File: src/rtl/frame_sequencer_if.sv
// rtl/frame_sequencer_if.sv - handshake and result bundle between the card datapath and frame_sequencer
interface frame_sequencer_if;
  logic        frame_start_in;
  logic        com_valid_in;
  logic [10:0] x_com_in;
  logic [9:0]  y_com_in;
  logic        edges_valid_in;
  logic [10:0] left_in;
  logic [10:0] right_in;
  logic [9:0]  top_in;
  logic [9:0]  bot_in;
  logic [5:0]  card_map_in;
  logic [6:0]  rank_score_in;
  logic [6:0]  suit_score_in;

  logic        find_corners_out;
  logic [10:0] x_com_out;
  logic [9:0]  y_com_out;
  logic [10:0] left_out;
  logic [10:0] right_out;
  logic [9:0]  top_out;
  logic [9:0]  bot_out;
  logic        classify_en_out;
  logic [5:0]  card_map_out;
  logic [6:0]  rank_score_out;
  logic [6:0]  suit_score_out;
  logic        result_valid_out;
  logic [7:0]  timeout_count_out;
  logic [7:0]  reject_count_out;
  logic [1:0]  state_out;

  modport master (
    output frame_start_in, com_valid_in, x_com_in, y_com_in, edges_valid_in,
           left_in, right_in, top_in, bot_in, card_map_in, rank_score_in, suit_score_in,
    input  find_corners_out, x_com_out, y_com_out, left_out, right_out, top_out, bot_out,
           classify_en_out, card_map_out, rank_score_out, suit_score_out, result_valid_out,
           timeout_count_out, reject_count_out, state_out
  );

  modport slave (
    input  frame_start_in, com_valid_in, x_com_in, y_com_in, edges_valid_in,
           left_in, right_in, top_in, bot_in, card_map_in, rank_score_in, suit_score_in,
    output find_corners_out, x_com_out, y_com_out, left_out, right_out, top_out, bot_out,
           classify_en_out, card_map_out, rank_score_out, suit_score_out, result_valid_out,
           timeout_count_out, reject_count_out, state_out
  );
endinterface

File: src/rtl/frame_sequencer.sv
// rtl/frame_sequencer.sv - per-frame COM -> edges -> one-frame classify -> publish controller
// Optional RESULT_HOLD_EN: publish only when two consecutive classifications agree.
module frame_sequencer #(
  parameter int EDGE_TIMEOUT = 65536,
  parameter int MIN_SPAN     = 16
) (
  input logic             clk_in,
  input logic             rst_in,
  frame_sequencer_if.slave bus
);

  localparam int TW = (EDGE_TIMEOUT > 2) ? $clog2(EDGE_TIMEOUT) : 1;
  localparam logic [TW-1:0] TIMER_LAST = TW'(EDGE_TIMEOUT - 1);

  localparam logic [1:0] WAIT_COM   = 2'd0;
  localparam logic [1:0] FIND_EDGES = 2'd1;
  localparam logic [1:0] ARM        = 2'd2;
  localparam logic [1:0] CLASSIFY   = 2'd3;

  logic [1:0]    state;
  logic [TW-1:0] timer;
  logic          geom_ok;
  logic          publish;

  // Widened by one bit so left+MIN_SPAN near full scale cannot wrap into an accept.
  always_comb begin
    geom_ok = ({1'b0, bus.right_in} >= ({1'b0, bus.left_in} + 12'(MIN_SPAN))) &&
              ({1'b0, bus.bot_in}   >= ({1'b0, bus.top_in}  + 11'(MIN_SPAN)));
  end

`ifdef RESULT_HOLD_EN
  logic [5:0] prev_card;

  always_comb publish = (bus.card_map_in == prev_card);

  always_ff @(posedge clk_in) begin
    if (rst_in) begin
      prev_card <= 6'h3F;
    end else if (state == CLASSIFY && bus.frame_start_in) begin
      prev_card <= bus.card_map_in;
    end
  end
`else
  always_comb publish = 1'b1;
`endif

  assign bus.state_out = state;

  always_ff @(posedge clk_in) begin
    if (rst_in) begin
      state                 <= WAIT_COM;
      timer                 <= '0;
      bus.find_corners_out  <= 1'b0;
      bus.x_com_out         <= '0;
      bus.y_com_out         <= '0;
      bus.left_out          <= '0;
      bus.right_out         <= '0;
      bus.top_out           <= '0;
      bus.bot_out           <= '0;
      bus.classify_en_out   <= 1'b0;
      bus.card_map_out      <= '0;
      bus.rank_score_out    <= '0;
      bus.suit_score_out    <= '0;
      bus.result_valid_out  <= 1'b0;
      bus.timeout_count_out <= '0;
      bus.reject_count_out  <= '0;
    end else begin
      bus.find_corners_out <= 1'b0;
      bus.result_valid_out <= 1'b0;
      case (state)
        WAIT_COM: begin
          if (bus.com_valid_in) begin
            bus.x_com_out        <= bus.x_com_in;
            bus.y_com_out        <= bus.y_com_in;
            bus.find_corners_out <= 1'b1;
            timer                <= '0;
            state                <= FIND_EDGES;
          end
        end
        FIND_EDGES: begin
          timer <= timer + 1'b1;
          if (bus.edges_valid_in) begin
            if (geom_ok) begin
              bus.left_out  <= bus.left_in;
              bus.right_out <= bus.right_in;
              bus.top_out   <= bus.top_in;
              bus.bot_out   <= bus.bot_in;
              state         <= ARM;
            end else begin
              if (bus.reject_count_out != 8'hFF) bus.reject_count_out <= bus.reject_count_out + 1'b1;
              state <= WAIT_COM;
            end
          end else if (timer == TIMER_LAST) begin
            if (bus.timeout_count_out != 8'hFF) bus.timeout_count_out <= bus.timeout_count_out + 1'b1;
            state <= WAIT_COM;
          end
        end
        ARM: begin
          if (bus.frame_start_in) begin
            bus.classify_en_out <= 1'b1;
            state               <= CLASSIFY;
          end
        end
        CLASSIFY: begin
          if (bus.frame_start_in) begin
            if (publish) begin
              bus.card_map_out     <= bus.card_map_in;
              bus.rank_score_out   <= bus.rank_score_in;
              bus.suit_score_out   <= bus.suit_score_in;
              bus.result_valid_out <= 1'b1;
            end
            bus.classify_en_out <= 1'b0;
            state               <= WAIT_COM;
          end
        end
        default: state <= WAIT_COM;
      endcase
    end
  end

endmodule

File: src/flat_wrapper.sv
// flat-port wrapper written by rule: the top's interface ports become plain ports
module frame_sequencer_flat 
#(
  parameter int EDGE_TIMEOUT = 65536,
  parameter int MIN_SPAN     = 16
)
  (clk_in, rst_in, bus_frame_start_in, bus_com_valid_in, bus_x_com_in, bus_y_com_in, bus_edges_valid_in, bus_left_in, bus_right_in, bus_top_in, bus_bot_in, bus_card_map_in, bus_rank_score_in, bus_suit_score_in, bus_find_corners_out, bus_x_com_out, bus_y_com_out, bus_left_out, bus_right_out, bus_top_out, bus_bot_out, bus_classify_en_out, bus_card_map_out, bus_rank_score_out, bus_suit_score_out, bus_result_valid_out, bus_timeout_count_out, bus_reject_count_out, bus_state_out);
  frame_sequencer_if bus_i ();
  input logic clk_in;
  input logic rst_in;
  input wire logic [$bits(bus_i.frame_start_in)-1:0] bus_frame_start_in;
  input wire logic [$bits(bus_i.com_valid_in)-1:0] bus_com_valid_in;
  input wire logic [$bits(bus_i.x_com_in)-1:0] bus_x_com_in;
  input wire logic [$bits(bus_i.y_com_in)-1:0] bus_y_com_in;
  input wire logic [$bits(bus_i.edges_valid_in)-1:0] bus_edges_valid_in;
  input wire logic [$bits(bus_i.left_in)-1:0] bus_left_in;
  input wire logic [$bits(bus_i.right_in)-1:0] bus_right_in;
  input wire logic [$bits(bus_i.top_in)-1:0] bus_top_in;
  input wire logic [$bits(bus_i.bot_in)-1:0] bus_bot_in;
  input wire logic [$bits(bus_i.card_map_in)-1:0] bus_card_map_in;
  input wire logic [$bits(bus_i.rank_score_in)-1:0] bus_rank_score_in;
  input wire logic [$bits(bus_i.suit_score_in)-1:0] bus_suit_score_in;
  output wire logic [$bits(bus_i.find_corners_out)-1:0] bus_find_corners_out;
  output wire logic [$bits(bus_i.x_com_out)-1:0] bus_x_com_out;
  output wire logic [$bits(bus_i.y_com_out)-1:0] bus_y_com_out;
  output wire logic [$bits(bus_i.left_out)-1:0] bus_left_out;
  output wire logic [$bits(bus_i.right_out)-1:0] bus_right_out;
  output wire logic [$bits(bus_i.top_out)-1:0] bus_top_out;
  output wire logic [$bits(bus_i.bot_out)-1:0] bus_bot_out;
  output wire logic [$bits(bus_i.classify_en_out)-1:0] bus_classify_en_out;
  output wire logic [$bits(bus_i.card_map_out)-1:0] bus_card_map_out;
  output wire logic [$bits(bus_i.rank_score_out)-1:0] bus_rank_score_out;
  output wire logic [$bits(bus_i.suit_score_out)-1:0] bus_suit_score_out;
  output wire logic [$bits(bus_i.result_valid_out)-1:0] bus_result_valid_out;
  output wire logic [$bits(bus_i.timeout_count_out)-1:0] bus_timeout_count_out;
  output wire logic [$bits(bus_i.reject_count_out)-1:0] bus_reject_count_out;
  output wire logic [$bits(bus_i.state_out)-1:0] bus_state_out;
  assign bus_i.frame_start_in = bus_frame_start_in;
  assign bus_i.com_valid_in = bus_com_valid_in;
  assign bus_i.x_com_in = bus_x_com_in;
  assign bus_i.y_com_in = bus_y_com_in;
  assign bus_i.edges_valid_in = bus_edges_valid_in;
  assign bus_i.left_in = bus_left_in;
  assign bus_i.right_in = bus_right_in;
  assign bus_i.top_in = bus_top_in;
  assign bus_i.bot_in = bus_bot_in;
  assign bus_i.card_map_in = bus_card_map_in;
  assign bus_i.rank_score_in = bus_rank_score_in;
  assign bus_i.suit_score_in = bus_suit_score_in;
  assign bus_find_corners_out = bus_i.find_corners_out;
  assign bus_x_com_out = bus_i.x_com_out;
  assign bus_y_com_out = bus_i.y_com_out;
  assign bus_left_out = bus_i.left_out;
  assign bus_right_out = bus_i.right_out;
  assign bus_top_out = bus_i.top_out;
  assign bus_bot_out = bus_i.bot_out;
  assign bus_classify_en_out = bus_i.classify_en_out;
  assign bus_card_map_out = bus_i.card_map_out;
  assign bus_rank_score_out = bus_i.rank_score_out;
  assign bus_suit_score_out = bus_i.suit_score_out;
  assign bus_result_valid_out = bus_i.result_valid_out;
  assign bus_timeout_count_out = bus_i.timeout_count_out;
  assign bus_reject_count_out = bus_i.reject_count_out;
  assign bus_state_out = bus_i.state_out;
  frame_sequencer #(.EDGE_TIMEOUT(EDGE_TIMEOUT), .MIN_SPAN(MIN_SPAN)) u_core (.clk_in(clk_in), .rst_in(rst_in), .bus(bus_i));
endmodule
File: config.mk
export PLATFORM = sky130hd
export DESIGN_NAME = frame_sequencer_flat
export DESIGN_NICKNAME = d
export VERILOG_FILES = /design/src/rtl/frame_sequencer_if.sv /design/src/rtl/frame_sequencer.sv /design/src/flat_wrapper.sv
export SDC_FILE = /design/constraint.sdc
export NUM_CORES = 1
export LEC_CHECK = 0
export CORE_ASPECT_RATIO = 1.25
export CORE_MARGIN = 1
export CORE_UTILIZATION = 45
export DETAILED_ROUTE_END_ITERATION = 8
export GPL_TIMING_DRIVEN = 0
export PLACE_DENSITY = 0.75
export SYNTH_ARGS = -nofsm -noshare
export SYNTH_HDL_FRONTEND = slang
export SYNTH_SLANG_ARGS = --single-unit
export TNS_END_PERCENT = 20
File: constraint.sdc
create_clock -name clk_in -period 4.6 [get_ports clk_in]
set_input_delay 0.69 -clock clk_in [delete_from_list [all_inputs] [get_ports clk_in]]
set_output_delay 0.69 -clock clk_in [all_outputs]
set_load 0.01 [all_outputs]
Yosys cells after proc, flatten, opt, wreduce, memory -nomap -nowiden
Cells that the tools add are included.
{"block": "totals", "mem_count": 0, "mem_bits_ro": 0, "ram_bits": 0, "word_cells": 65, "latchBits": 0, "register_bits": 120, "input_bits": 88, "out_inout_bits": 104}
{"block": "op_classes", "multipliers": 0, "reduce_logical": 14, "n_lt_le_gt_ge": 2, "shifts": 0, "addsub": 5, "eq_ne": 10, "n_div": 0, "n_bitwise": 4, "muxes": 14}
{"operator": "$pmux W16 S2", "count": 1}
{"operator": "$add A16 B1 Y16 const B", "count": 1}
{"operator": "$add A8 B1 Y8 const B", "count": 2}
{"operator": "$eq A16 B16 Y1 const B", "count": 1}
{"operator": "$mux W16", "count": 1}
{"operator": "$ne A8 B8 Y1 const B", "count": 2}
{"operator": "$add A11 B5 Y12 const B", "count": 1}
{"operator": "$ge A11 B12 Y1", "count": 1}
{"operator": "$mux W2", "count": 6}
{"operator": "$reduce_and A4 Y1", "count": 3}
{"operator": "$add A10 B5 Y11 const B", "count": 1}
{"operator": "$ge A10 B11 Y1", "count": 1}
{"operator": "$pmux W2 S4", "count": 1}
{"operator": "$ne A2 B2 Y1 const B", "count": 3}
{"operator": "$reduce_and A2 Y1", "count": 3}
{"operator": "$reduce_and A3 Y1", "count": 2}
{"operator": "$eq A2 B2 Y1 const B", "count": 2}
{"operator": "$mux W1", "count": 4}
{"operator": "$not A1 Y1", "count": 4}
{"operator": "$reduce_bool A2 Y1", "count": 2}
{"operator": "$reduce_or A2 Y1", "count": 2}
{"operator": "$ne A3 B2 Y1 const B", "count": 1}
{"operator": "$eq A2 B1 Y1 const B", "count": 1}
{"operator": "$logic_not A2 Y1", "count": 1}
{"operator": "other kinds (2)", "count": 2}

Depth between registers and ports, before layout
{"block": "depth", "word_depth": 6, "depth_mapped": 12, "ltp_nobuf": 10}

Least setup slack after synthesis
Ideal clock, no wire load.
{"block": "synth_path", "path_kind": "input to register", "start": "input bus_left_in[4]", "end": "register u_core.bus.bot_out[0]", "t_arrival_ns": 2.830, "path_stages": 12, "path_buffers": 2, "setup_ns": 0.072, "path_slack_ns": 1.698, "required_ns": 4.528, "cell_sequence": "ha_1 > nand3_1 > nor2_1 > xnor2_1 > ha_1 > nand3_1 > o41ai_1 > o221a_4 > and3_4 > buf_6 > buf_6 > mux2i_1"}
{"block": "synth_via", "elab_chain_len": 4}
{"element": "from (decl)", "line": "flat_wrapper.sv:16", "text": "input wire logic [$bits(bus_i.left_in)-1:0] bus_left_in;"}
{"element": "$add A11 B5 Y12", "line": "frame_sequencer.sv:27", "text": "geom_ok = ({1'b0, bus.right_in} >= ({1'b0, bus.left_in} + 12'(MIN_SPAN))) &&"}
{"element": "$ge A11 B12 Y1", "line": "frame_sequencer.sv:27"}
{"element": "$logic_and A1 B1 Y1", "line": "frame_sequencer.sv:27"}
{"element": "$reduce_and A3 Y1 (no line)"}
{"element": "to (signal assigned)", "line": "frame_sequencer.sv:87", "text": "bus.bot_out <= bus.bot_in;"}
{"element": "to (decl)", "line": "frame_sequencer_if.sv:43", "text": "output find_corners_out, x_com_out, y_com_out, left_out, right_out, top_out, bot_out,"}
Every way passes these cells.
A chain may end at the register's enable or synchronous reset.

Final worst setup path
{"block": "layout_path", "start": "input bus_left_in[4]", "end": "register u_core.bus.right_out[10]"}
{"block": "layout_via", "elab_chain_len": 4}
{"element": "$add A11 B5 Y12", "line": "frame_sequencer.sv:27"}
{"element": "$ge A11 B12 Y1", "line": "frame_sequencer.sv:27"}
{"element": "$logic_and A1 B1 Y1", "line": "frame_sequencer.sv:27"}
{"element": "$reduce_and A3 Y1 (no line)"}
{"element": "to (signal assigned)", "line": "frame_sequencer.sv:85", "text": "bus.right_out <= bus.right_in;"}
{"element": "to (decl)", "line": "frame_sequencer_if.sv:43"}
Every way passes these cells.

==> flow_metrics.env <==
export IMPL_dp_hpwl_um=11810
export IMPL_die_w_um=102.1
export IMPL_synth_simple_area_share=0.2449
export IMPL_fin_tns_setup_ns=0
export IMPL_grt_max_degree=17
export IMPL_min_path_type="reg -> reg"
export IMPL_initialDrtViolationCount=178
export IMPL_setup_viol=0
export IMPL_post_cts_resize_count=0
export IMPL_avgSynthCellArea_um2=9.176
export IMPL_post_cts_buffers=0
export IMPL_cp_endpoint="u_core.bus.right_out[10]"
export IMPL_multiInputGateArea_um2=2992
export IMPL_postRouteAntennaNets=0
export IMPL_endpoint_kind="flop"
export IMPL_drt_pass1_iterations=4
export IMPL_area_delta_synth_final_pct=48.41
export IMPL_core_rowCount=45
export IMPL_synth_flop_cell="dfxtp_1"
export IMPL_routabilityCongestion=0.8310
export IMPL_fin_crit_ns=3.336
export IMPL_route_detailed_drc=0
export IMPL_synth_compound_area_share=0.1230
export IMPL_crit_path_start="bus_left_in[4]"
export IMPL_ys_ff_latch=120
export IMPL_synthMostInstantiatedCell="dfxtp_1"
export IMPL_status="completed"
export IMPL_synthAdderAreaFrac=0.05774
export IMPL_slowest_delay_ns=0.58
export IMPL_synthCells=614
export IMPL_yosysTopAreaCellShare=0.4264
export IMPL_fillerInstances=1021
export IMPL_synth_xor_area_frac=0.02487
export IMPL_max_freq_mhz=299.8
export IMPL_r2r_end="u_core.bus.timeout_count_out[7]"
export IMPL_ios=192
export IMPL_start_kind="primary input"
export IMPL_post_drt_wl_per_cell_um=15.62
export IMPL_core_area_um2=12160
export IMPL_crit_required_ns=4.93
export IMPL_drive_gt1_frac=0.06699
export IMPL_worstPathCellList="clkdlybuf4s50_1 -> ha_1 -> nand3_1 -> nor2_1 -> xnor2_1 -> ha_1 -> nand3_1 -> o41ai_1 -> o221a_4 -> and3_4 -> buf_6 -> buf_6 -> mux2i_1"
export IMPL_numPortBuffers=190
export IMPL_finalClockSkew_ns=0.01102
export IMPL_critPathBufInv=3
export IMPL_finalHoldViolations=0
export IMPL_p_per_area_nw_per_um2=331.8
export IMPL_cts_root_buf="clkbuf_16"
export IMPL_synthTopCellsByArea="dfxtp_1, nand2b_1, mux2i_1"
export IMPL_synth_top_family_by_area="simple AND/OR/NAND/NOR gates"
export IMPL_final_nets=937
export IMPL_fp_dieH_um=127.1
export IMPL_seq_area_frac_synth=0.4264
export IMPL_r2r_cells=8
export IMPL_worstMarginPinSlew_ns=0.5503
export IMPL_clock_sinks=120
export IMPL_routed_via_count=5247
export IMPL_r2r_start="u_core.timer[0]"
export IMPL_antennaDiodeCount=0
export IMPL_gr_usage_all_layers=0.2467
export IMPL_clkLatencyLatePin_ns=0.41
export IMPL_yosysTopAreaCell="dfxtp_1"
export IMPL_critPathMaxFanout=10
export IMPL_die_area_um2=12970
export IMPL_regToRegSetupSlack_ns=2.41
export IMPL_leakage_nw=3.048
export IMPL_syn_nets=728
export IMPL_final_util=0.6876
export IMPL_wl_um=15620
export IMPL_peakVddDrop_v=0.0002345
export IMPL_synth_cell_type_count=52
export IMPL_grt_pass1_vias=5312
export IMPL_yosys_warnings=0
export IMPL_vias_per_cell=5.247
export IMPL_path_clk_slew_ns=0.06
export IMPL_antenna_found_initial=0
export IMPL_rsz0062_at_grt="no"
export IMPL_crit_family="buffers and inverters"
export IMPL_critPathKind="in -> reg"
export IMPL_grt_pass1_wl_um=24950
export IMPL_layout_area_seq_um2=2402
export IMPL_crit_arrival_ns=3.67
export IMPL_async_flop_share=0
export IMPL_cts_path_max_buffers=2
export IMPL_start_util=0.4633
export IMPL_layout_worst_path_cycle_share=0.7251
export IMPL_cts_tree="built"
export IMPL_cp_slowest_cell="clkdlybuf4s50_1"
export IMPL_cap_violations=0
export IMPL_syn_area_um2=5634
export IMPL_cts_buffers=17
export IMPL_slew_headroom=0.6332
export IMPL_hold_buffers=0
export IMPL_synthTopCellsByCount="dfxtp_1, nand2b_1, nand2_1"
export IMPL_synth_edff_count=0
export IMPL_grt_overflow=0
export IMPL_path_depth=13
export IMPL_htree_levels=4
export IMPL_synth_mux_area_frac=0.08039
export IMPL_slew_violations=0
how the worst min path moves through the flow:
stage	endpoint	slack (ns)	cells after the start	from
floorplan	u_core.timer[14]	0.46	2	u_core.timer[14]
global placement	u_core.bus.y_com_out[7]	0.44	2	u_core.bus.y_com_out[7]
detailed placement	u_core.bus.x_com_out[6]	0.45	2	u_core.bus.x_com_out[6]
CTS	u_core.bus.x_com_out[6]	0.46	2	u_core.bus.x_com_out[6]
global route	u_core.bus.x_com_out[10]	0.47	2	u_core.bus.x_com_out[10]
finish	u_core.bus.x_com_out[2]	0.46	2	u_core.bus.x_com_out[2]
power breakdown:
| part | switching, mW | internal [mW] |
|---|---|---|
| clock network | 0.499 | 0.885 |
| logic | 0.148 | 0.169 |
| registers | 0.0127 | 1.06 |
kinds of logic after synthesis:
family | after synthesis
DFF | 120
muxes | 45
xor gates and xnor gates | 16
adders and majority gates | 26
buffers and inverters | 48
and+or+nand+nor | 252
AOI/OAI and AO/OA | 107
area by class of cell:
cell class	count	area share
Timing Repair Buffer	190	0.2274
Tap cell	164	0.02454
Sequential cell	120	0.2873
Multi-Input combinational cell	446	0.3578
Buffer	35	0.02289
Inverter	13	0.005836
Clock inverter	13	0.02005
Clock buffer	19	0.05417
tightest hold or removal path: cells and delay by family (launching register included):
kind	cells	cell delay, ns
flip-flops	1	0.31
AO/OA/AOI/OAI	1	0.05
AND/OR/NAND/NOR	1	0.05
sequential cells by signal, summed over array words and instances (netlist names), named ones only:
name and cells:
u_core.bus.reject_count_out 8, u_core.bus.y_com_out 10, u_core.bus.timeout_count_out 8, u_core.bus.top_out 10
u_core.bus.left_out 11, u_core.bus.x_com_out 11, u_core.bus.find_corners_out 1, u_core.bus.bot_out 10
u_core.bus.state_out 1, u_core.timer 16, u_core.bus.right_out 11, u_core.bus.classify_en_out 1
u_core.bus.rank_score_out 7, u_core.bus.suit_score_out 7, u_core.bus.result_valid_out 1, u_core.bus.card_map_out 6
cell usage in the layout, fill, tap and decap left out, drive strengths merged, types with 3 or more instances in the layout:
cell type	instances
a22o	20
inv	15
mux2i	43
ha	26
nor2	28
o211ai	3
a21oi	51
dfxtp	120
a31oi	7
buf	12
clkbuf	42
or2	5
clkinv	6
nor3b	5
clkdlybuf4s50	190
nand2b	85
nor2b	4
nand4	8
nand3	29
nand2	56
nor3	7
and3	5
xor2	11
xnor2	5
bufinv	3
o21ai	10
or3	7
stage by stage:
step | area [µm²] | hold WS, ns | worst slack [ns] | cells | total power, mW
finish | 8362 | 0.4551 | 1.264 | 1000 | 2.774
global route | 8362 | 0.4725 | 1.046 | 1000 | 2.873
CTS | 8362 | 0.4579 | 1.261 | 1000 | 2.793
detailed placement | 7741 | 0.4500 | 0.8681 | 968 | 1.410
global placement | 7741 | 0.4408 | 0.8785 | 968 | 1.401
floorplan | 5634 | 0.4641 | 1.698 | 614 | 1.243
routing by layer:
layer  track usage  up-vias  part of all wire
li1              -     2553                 -
met2        0.4378      198              0.50
met1        0.2604     2469              0.41
met4       0.09832        0             0.021
met5             0        -                 0
met3       0.09026       27             0.077
Power figures use the tool's default switching activity.
